[config.mk]
export PLATFORM = sky130hd
export DESIGN_NAME = cpu_dma
export DESIGN_NICKNAME = d
export VERILOG_FILES = /design/src/rtl/cpu_pkg.sv /design/src/rtl/cpu_dma_arbiter.sv /design/src/rtl/cpu_dma.sv
export SDC_FILE = /design/constraint.sdc
export NUM_CORES = 1
export LEC_CHECK = 0
export BUFFER_PORTS_ARGS = -buffer_cell sky130_fd_sc_hd__buf_4
export CAP_MARGIN = 20
export CORE_ASPECT_RATIO = 1.1
export CORE_MARGIN = 5
export CORE_UTILIZATION = 51
export CTS_CLUSTER_DIAMETER = 50
export CTS_CLUSTER_SIZE = 16
export DETAILED_ROUTE_END_ITERATION = 10
export PLACE_DENSITY = 0.83
export REMOVE_ABC_BUFFERS = 1
export SLEW_MARGIN = 20
export SYNTH_ARGS = -nofsm -noshare
export SYNTH_HDL_FRONTEND = slang
export SYNTH_SLANG_ARGS = --single-unit
export TNS_END_PERCENT = 30
[constraint.sdc]
create_clock -name clock -period 2.2 [get_ports clock]
set_clock_uncertainty 0.05 [all_clocks]
set_input_delay 0.11 -clock clock [delete_from_list [all_inputs] [get_ports clock]]
set_output_delay 0.11 -clock clock [all_outputs]
set_load 0.005 [all_outputs]
[src/rtl/cpu_pkg.sv]
// cpu_pkg: bus widths, DMA transfer modes and DMA state encodings shared
// by the CPU-side bus logic and the DMA engine.
package cpu_pkg;

   localparam int ADDR_W = 16;
   localparam int DATA_W = 8;

   localparam logic [1:0] MODE_FIX   = 2'b00;
   localparam logic [1:0] MODE_INC   = 2'b01;
   localparam logic [1:0] MODE_FETCH = 2'b10;

   typedef enum logic [2:0] {
      ST_IDLE,
      ST_HALT,
      ST_ALIGN,
      ST_READ,
      ST_WRITE
   } dma_state_t;

   // Mode 11 is reserved and behaves like fetch-only, so only the top bit matters.
   function automatic logic mode_is_fetch(input logic [1:0] m);
      return m[1];
   endfunction

endpackage

[src/rtl/cpu_dma_arbiter.sv]
// dma_arbiter: sticky per-channel request bits with fixed priority, lowest
// index wins. A request arriving together with a clear of the same channel
// keeps the channel pending so a re-request is never lost.
module dma_arbiter #(
   parameter int CHANNELS = 2,
   parameter int IDX_W    = 1
) (
   input  logic                clock,
   input  logic                reset_n,
   input  logic                ce,
   input  logic [CHANNELS-1:0] req,
   input  logic                clear_en,
   input  logic [IDX_W-1:0]    clear_idx,
   output logic [IDX_W-1:0]    grant,
   output logic                any_pending
);

   logic [CHANNELS-1:0] pending;
   logic [CHANNELS-1:0] clear_mask;

   // One-hot mask of the channel being started this cycle.
   always_comb begin
      clear_mask = '0;
      if (clear_en) begin
         clear_mask = CHANNELS'(1) << clear_idx;
      end
   end

   // Pending bits: set by a request, cleared when the channel is started.
   always_ff @(posedge clock or negedge reset_n) begin
      if (!reset_n) begin
         pending <= '0;
      end else if (ce) begin
         pending <= (pending & ~clear_mask) | req;
      end
   end

   // Fixed-priority pick: scan downwards so the lowest pending index is kept.
   always_comb begin
      grant       = '0;
      any_pending = 1'b0;
      for (int k = CHANNELS - 1; k >= 0; k--) begin
         if (pending[k]) begin
            grant       = IDX_W'(k);
            any_pending = 1'b1;
         end
      end
   end

endmodule

[src/rtl/cpu_dma.sv]
// cpu_dma: multi-channel bus DMA engine. Halts the CPU and moves bytes over
// the shared A/I/D/R/W bus, one ce cycle per bus access.
module cpu_dma
   import cpu_pkg::*;
#(
   parameter int CHANNELS = 2,
   parameter int LEN_W    = 8,
   parameter int ALIGN    = 1
) (
   input  logic                      clock,
   input  logic                      reset_n,
   input  logic                      ce,
   input  logic [CHANNELS-1:0]       req,
   input  logic [ADDR_W*CHANNELS-1:0] src,
   input  logic [ADDR_W*CHANNELS-1:0] dst,
   input  logic [LEN_W*CHANNELS-1:0] len,
   input  logic [2*CHANNELS-1:0]     mode,
   output logic [ADDR_W-1:0]         A,
   input  logic [DATA_W-1:0]         I,
   output logic [DATA_W-1:0]         D,
   output logic                      R,
   output logic                      W,
   output logic                      halt,
   output logic                      busy,
   output logic [CHANNELS-1:0]       done,
   output logic [DATA_W-1:0]         fetch_data,
   output logic                      fetch_valid
);

   localparam int IDX_W = (CHANNELS > 1) ? $clog2(CHANNELS) : 1;
   localparam int CNT_W = LEN_W + 1;

   dma_state_t          state, state_n;
   logic                phase;
   logic [ADDR_W-1:0]   cur_src, src_n, cur_dst, dst_n, a_q, a_n;
   logic [CNT_W-1:0]    count, cnt_n;
   logic [1:0]          cur_mode, mode_n;
   logic [IDX_W-1:0]    cur_ch, ch_n, grant;
   logic [DATA_W-1:0]   d_q, d_n, fd_q, fd_n;
   logic                r_q, r_n, w_q, w_n, fv_q, fv_n;
   logic                halt_q, halt_n, busy_q, busy_n;
   logic [CHANNELS-1:0] done_q, done_n;
   logic [LEN_W-1:0]    len_sel;
   logic                any_pending, start, step;

   dma_arbiter #(
      .CHANNELS (CHANNELS),
      .IDX_W    (IDX_W)
   ) u_arbiter (
      .clock       (clock),
      .reset_n     (reset_n),
      .ce          (ce),
      .req         (req),
      .clear_en    (start),
      .clear_idx   (grant),
      .grant       (grant),
      .any_pending (any_pending)
   );

   // Next-state and next-output logic; bus outputs are registered so each
   // value is presented for exactly the ce cycle of its state.
   always_comb begin
      state_n = state;
      src_n   = cur_src;
      dst_n   = cur_dst;
      cnt_n   = count;
      mode_n  = cur_mode;
      ch_n    = cur_ch;
      a_n     = a_q;
      d_n     = d_q;
      r_n     = 1'b0;
      w_n     = 1'b0;
      halt_n  = halt_q;
      busy_n  = busy_q;
      done_n  = '0;
      fd_n    = fd_q;
      fv_n    = 1'b0;
      start   = 1'b0;
      step    = 1'b0;
      len_sel = len[LEN_W*int'(grant) +: LEN_W];

      case (state)
         ST_IDLE:  start = any_pending;
         ST_HALT:  state_n = ((ALIGN != 0) && phase) ? ST_ALIGN : ST_READ;
         ST_ALIGN: state_n = ST_READ;
         ST_READ: begin
            if (mode_is_fetch(cur_mode)) begin
               fd_n = I;
               fv_n = 1'b1;
               step = 1'b1;
            end else begin
               state_n = ST_WRITE;
            end
         end
         ST_WRITE: begin
            if (cur_mode == MODE_INC) begin
               dst_n = cur_dst + 1'b1;
            end
            step = 1'b1;
         end
         default: state_n = ST_IDLE;
      endcase

      if (step) begin
         src_n = cur_src + 1'b1;
         cnt_n = count - 1'b1;
         if (count == CNT_W'(1)) begin
            done_n  = CHANNELS'(1) << cur_ch;
            busy_n  = 1'b0;
            halt_n  = 1'b0;
            state_n = ST_IDLE;
            start   = any_pending;
         end else begin
            state_n = ST_READ;
         end
      end

      if (start) begin
         ch_n    = grant;
         src_n   = src[ADDR_W*int'(grant) +: ADDR_W];
         dst_n   = dst[ADDR_W*int'(grant) +: ADDR_W];
         mode_n  = mode[2*int'(grant) +: 2];
         cnt_n   = (len_sel == '0) ? {1'b1, {LEN_W{1'b0}}} : {1'b0, len_sel};
         busy_n  = 1'b1;
         halt_n  = 1'b1;
         state_n = ST_HALT;
      end

      if (state_n == ST_READ) begin
         a_n = src_n;
         r_n = 1'b1;
      end else if (state_n == ST_WRITE) begin
         a_n = cur_dst;
         d_n = I;
         w_n = 1'b1;
      end
   end

   // State and output registers; nothing moves while ce is low.
   always_ff @(posedge clock or negedge reset_n) begin
      if (!reset_n) begin
         state    <= ST_IDLE;
         phase    <= 1'b0;
         cur_src  <= '0;
         cur_dst  <= '0;
         count    <= '0;
         cur_mode <= '0;
         cur_ch   <= '0;
         a_q      <= '0;
         d_q      <= '0;
         r_q      <= 1'b0;
         w_q      <= 1'b0;
         halt_q   <= 1'b0;
         busy_q   <= 1'b0;
         done_q   <= '0;
         fd_q     <= '0;
         fv_q     <= 1'b0;
      end else if (ce) begin
         state    <= state_n;
         phase    <= ~phase;
         cur_src  <= src_n;
         cur_dst  <= dst_n;
         count    <= cnt_n;
         cur_mode <= mode_n;
         cur_ch   <= ch_n;
         a_q      <= a_n;
         d_q      <= d_n;
         r_q      <= r_n;
         w_q      <= w_n;
         halt_q   <= halt_n;
         busy_q   <= busy_n;
         done_q   <= done_n;
         fd_q     <= fd_n;
         fv_q     <= fv_n;
      end
   end

   assign A           = a_q;
   assign D           = d_q;
   assign R           = r_q & ce;
   assign W           = w_q & ce;
   assign halt        = halt_q;
   assign busy        = busy_q;
   assign done        = done_q & {CHANNELS{ce}};
   assign fetch_data  = fd_q;
   assign fetch_valid = fv_q & ce;

endmodule

==> flow_summary_export.csv <==
group,metric,value,unit
die,core_area,9940,um^2
final_layout,fin_area,7200,um^2
sta,setup_violations,2,
flow_run,drv_cap,0,
power_and_ir_drop,power_density,1390,nW/um^2
placement,hpwl,12400,um
synthesis,syn_area,5210,um^2
sta,fmax,453,MHz
detailed_routing,dr.pass1.iters,6,
die,num_rows,38,
clocking,clockRootBuffer,"clkbuf_8",
sta,slew_violations,0,
clocking,cts_tree,"done",
detailed_routing,drc,0,
critical_path,start_kind,"flip-flop",
grt,overflow,0,
detailed_routing,wl_per_cell,18.7,um
final_layout,layout_commonest_cell,"buf_4",
final_layout,final_nets,885,
synthesis,synthArstFlopShare,100,%
critical_path,end_kind,"flip-flop",
grt,grt_pass1_vias,5393,
critical_path,cp.arrival,2.43,ns
critical_path,rr_endpoint,"cur_src[4]$_DFFE_PN0P_",
grt,grtUsageTotal,27.4,%
detailed_routing,drtIter0Drc,409,
hold_path,hold_path.class,"in -> reg",
die,die_y,116,um
clocking,numCtsBuffers,9,
final_layout,drive_above_1_share,35.4,%
power_and_ir_drop,worst_ir_drop_vdd,731,uV
sta,hold_viol,0,
synthesis,synth.ff_latch_count,88,
clocking,path_clk_slew,0.10,ns
clocking,clockBufferDepth,2,
sta,tightest_slew,0.691,ns
placement,pre_cts_ws,-0.150,ns
grt,grt_pass1_wl,26800,um
placement,port_buffers,135,
final_layout,nFillCells,723,
die,io_pins,136,
final_layout,area_growth,38.3,%
critical_path,startpoint,"state[0]$_DFFE_PN0P_",
grt,grt_start_max_net_pins,53,
critical_path,crit_end,"cur_src[4]$_DFFE_PN0P_",
critical_path,r2r.worst_path.cells,7,
clocking,h-tree-depth,3,
power_and_ir_drop,power_leakage,3.27,nW
clocking,cts_sinks,88,
detailed_routing,drt-total-wl,17000,um
status,status,"finished with violations",
sta,rsz0062_at_grt,"yes",
die,die_x,106,um
detailed_routing,antenna_left,0,
synthesis,avgSynthCellArea,8.72,um^2
sta,relSlewSlack,54.0,%
critical_path,r2r_slack,-0.007,ns
critical_path,cp.required,2.42,ns
clocking,worstSkewPairLatency,0.37,ns
final_layout,antennaDiodeCount,0,
grt,antenna_found_initial,0,
die,fp.dieArea,12300,um^2
synthesis,ys.flop_type,"dfrtp_1",
detailed_routing,vias,5596,
sta,fin_ws,-0.00718,ns
synthesis,synthCells,597,
synthesis,ys_seq_area_share,42.3,%
sta,finalCriticalPeriod,2.21,ns
final_layout,layout_common_cells,"199 x buf_4, 86 x dfrtp_1, 68 x nand2_1, 53 x a21oi_1, 48 x o21ai_0",
die,start_util,52.4,%
critical_path,criticalPathCategory,"reg -> reg",
critical_path,cp_max_fo,7,
critical_path,reg2reg_from,"state[0]$_DFFE_PN0P_",
sta,period_share,100,%
synthesis,synth_edf_count,0,
sta,finalHoldWorstSlack,0.0451,ns
synthesis,netlist-cell-type-count,60,
placement,gp_congestion,0.978,
status,violations,"negative setup slack",
detailed_routing,viasPerCell,6.16,
placement,detailed_place.area,6670,um^2
final_layout,utilization,72.5,%
synthesis,yosys_warnings,0,
-- layout make-up --
type / instances / area, um^2 / area share (%)
clock buffers: 9 / 124 / 1.72
clock inverters: 7 / 78.8 / 1.09
inverters: 13 / 48.8 / 0.677
multi-input cells: 453 / 2870 / 39.8
flip-flops and latches: 88 / 2200 / 30.6
well taps: 120 / 150 / 2.08
repair buffers: 219 / 1730 / 24.0
-- per-layer routing --
metal  GRT usage (%)  routed length (um)  part of all wire (%)
met2            46.5                8500                    50
met3            5.96                1620                   9.5
met4            11.7                 529                   3.1
met1            33.9                6350                    37
met5               0                   0                     0
-- state kept, by name, indices dropped and copies added (netlist names), 2 cells and up --
register,flops
count,9
u_arbiter.pending,2
cur_mode,2
fetch_data,8
A,16
done_q,2
cur_dst,16
state,3
cur_src,16
D,8
-- cells by family (layout without fill, tap and decap cells) --
| group | Yosys count | count (layout) | share of synthesized area [%] |
|---|---|---|---|
| buf+inv | 56 | 248 | 4.83 |
| xor+xnor | 13 | 13 | 2.19 |
| mux | 23 | 23 | 4.81 |
| fa+ha+maj | 4 | 4 | 0.961 |
| compound gates | 200 | 200 | 25.1 |
| simple gates | 213 | 213 | 19.8 |
| flops | 88 | 88 | 42.3 |
-- synth_stat cells (3+ instances only) --
cell type | number | area (um^2)
xor2_1 | 6 | 52.6
o211ai_1 | 4 | 30.0
o21ai_0 | 50 | 250
o22a_1 | 4 | 35.0
xnor2_1 | 7 | 61.3
mux2i_1 | 7 | 70.1
nand4_1 | 7 | 43.8
nand2_1 | 71 | 267
o32ai_1 | 4 | 35.0
ha_1 | 4 | 50.1
a21o_1 | 6 | 45.0
clkbuf_1 | 27 | 101
o21a_1 | 5 | 37.5
a211oi_1 | 5 | 37.5
inv_1 | 12 | 45.0
mux2_2 | 16 | 180
and3_1 | 10 | 62.6
nor2b_1 | 3 | 18.8
buf_2 | 12 | 60.1
nand3_1 | 35 | 175
nor2_1 | 51 | 191
a2bb2oi_1 | 3 | 26.3
buf_6 | 3 | 33.8
nor3_1 | 8 | 40.0
nor4_1 | 5 | 31.3
dfrtp_1 | 88 | 2200
and2_1 | 4 | 25.0
a22oi_1 | 11 | 82.6
a21oi_1 | 54 | 270
a31oi_1 | 8 | 50.1
or4_1 | 3 | 22.5
o22ai_1 | 12 | 75.1
a22o_1 | 19 | 166
-- stage by stage --
step | setup TNS, ns | std cells | power (mW)
2_1_floorplan | -22.71 | 554 | 5.82
3_3_place_gp | -0.0780 | 871 | 8.22
3_5_place_dp | -1.12 | 871 | 8.42
4_1_cts | -0.204 | 898 | 9.66
5_1_grt | -0.581 | 909 | 10.7
6_report | -0.00815 | 909 | 10.0
-- what timing repair did --
action / 4_1_cts / 5_1_grt
gates resized for setup: 7 / 33
cloned: 0 / 0
pin swaps: 1 / 11
hold buffers: 11 / 0
endpoints found under the hold margin: 67 / 0
buffers inserted: 0 / 11
setup endpoints to repair: 18 / 38
-- critical path, stage by stage (launching register included) --
cell      delay, ns
dfrtp_1        0.45
or3b_1         0.49
buf_4          0.19
nand2_2        0.15
nand4_1        0.14
xor2_1         0.32
a221oi_1       0.15
a21o_1         0.16
-- where the power goes --
group	switching, mW	total, mW	leakage [nW]	internal, mW
Sequential	0.723	3.08	1.07	2.36
Clock	0.641	1.18	0.0977	0.537
Combinational	3.12	5.79	2.11	2.67
-- worst min path at each step --
stage / from / end / slack [ns] / depth (start not counted)
5_1_grt: mode[1] / cur_mode[1]$_DFFE_PN0P_ / 0.05 / 3
2_1_floorplan: reset_n / A[0]$_DFFE_PN0P_ / -0.24 / 0
3_5_place_dp: reset_n / cur_dst[12]$_DFFE_PN0P_ / 0.14 / 1
6_report: mode[1] / cur_mode[1]$_DFFE_PN0P_ / 0.05 / 3
4_1_cts: mode[1] / cur_mode[1]$_DFFE_PN0P_ / 0.05 / 3
3_3_place_gp: reset_n / cur_dst[12]$_DFFE_PN0P_ / 0.13 / 1
(Power assumes the default switching activity.)
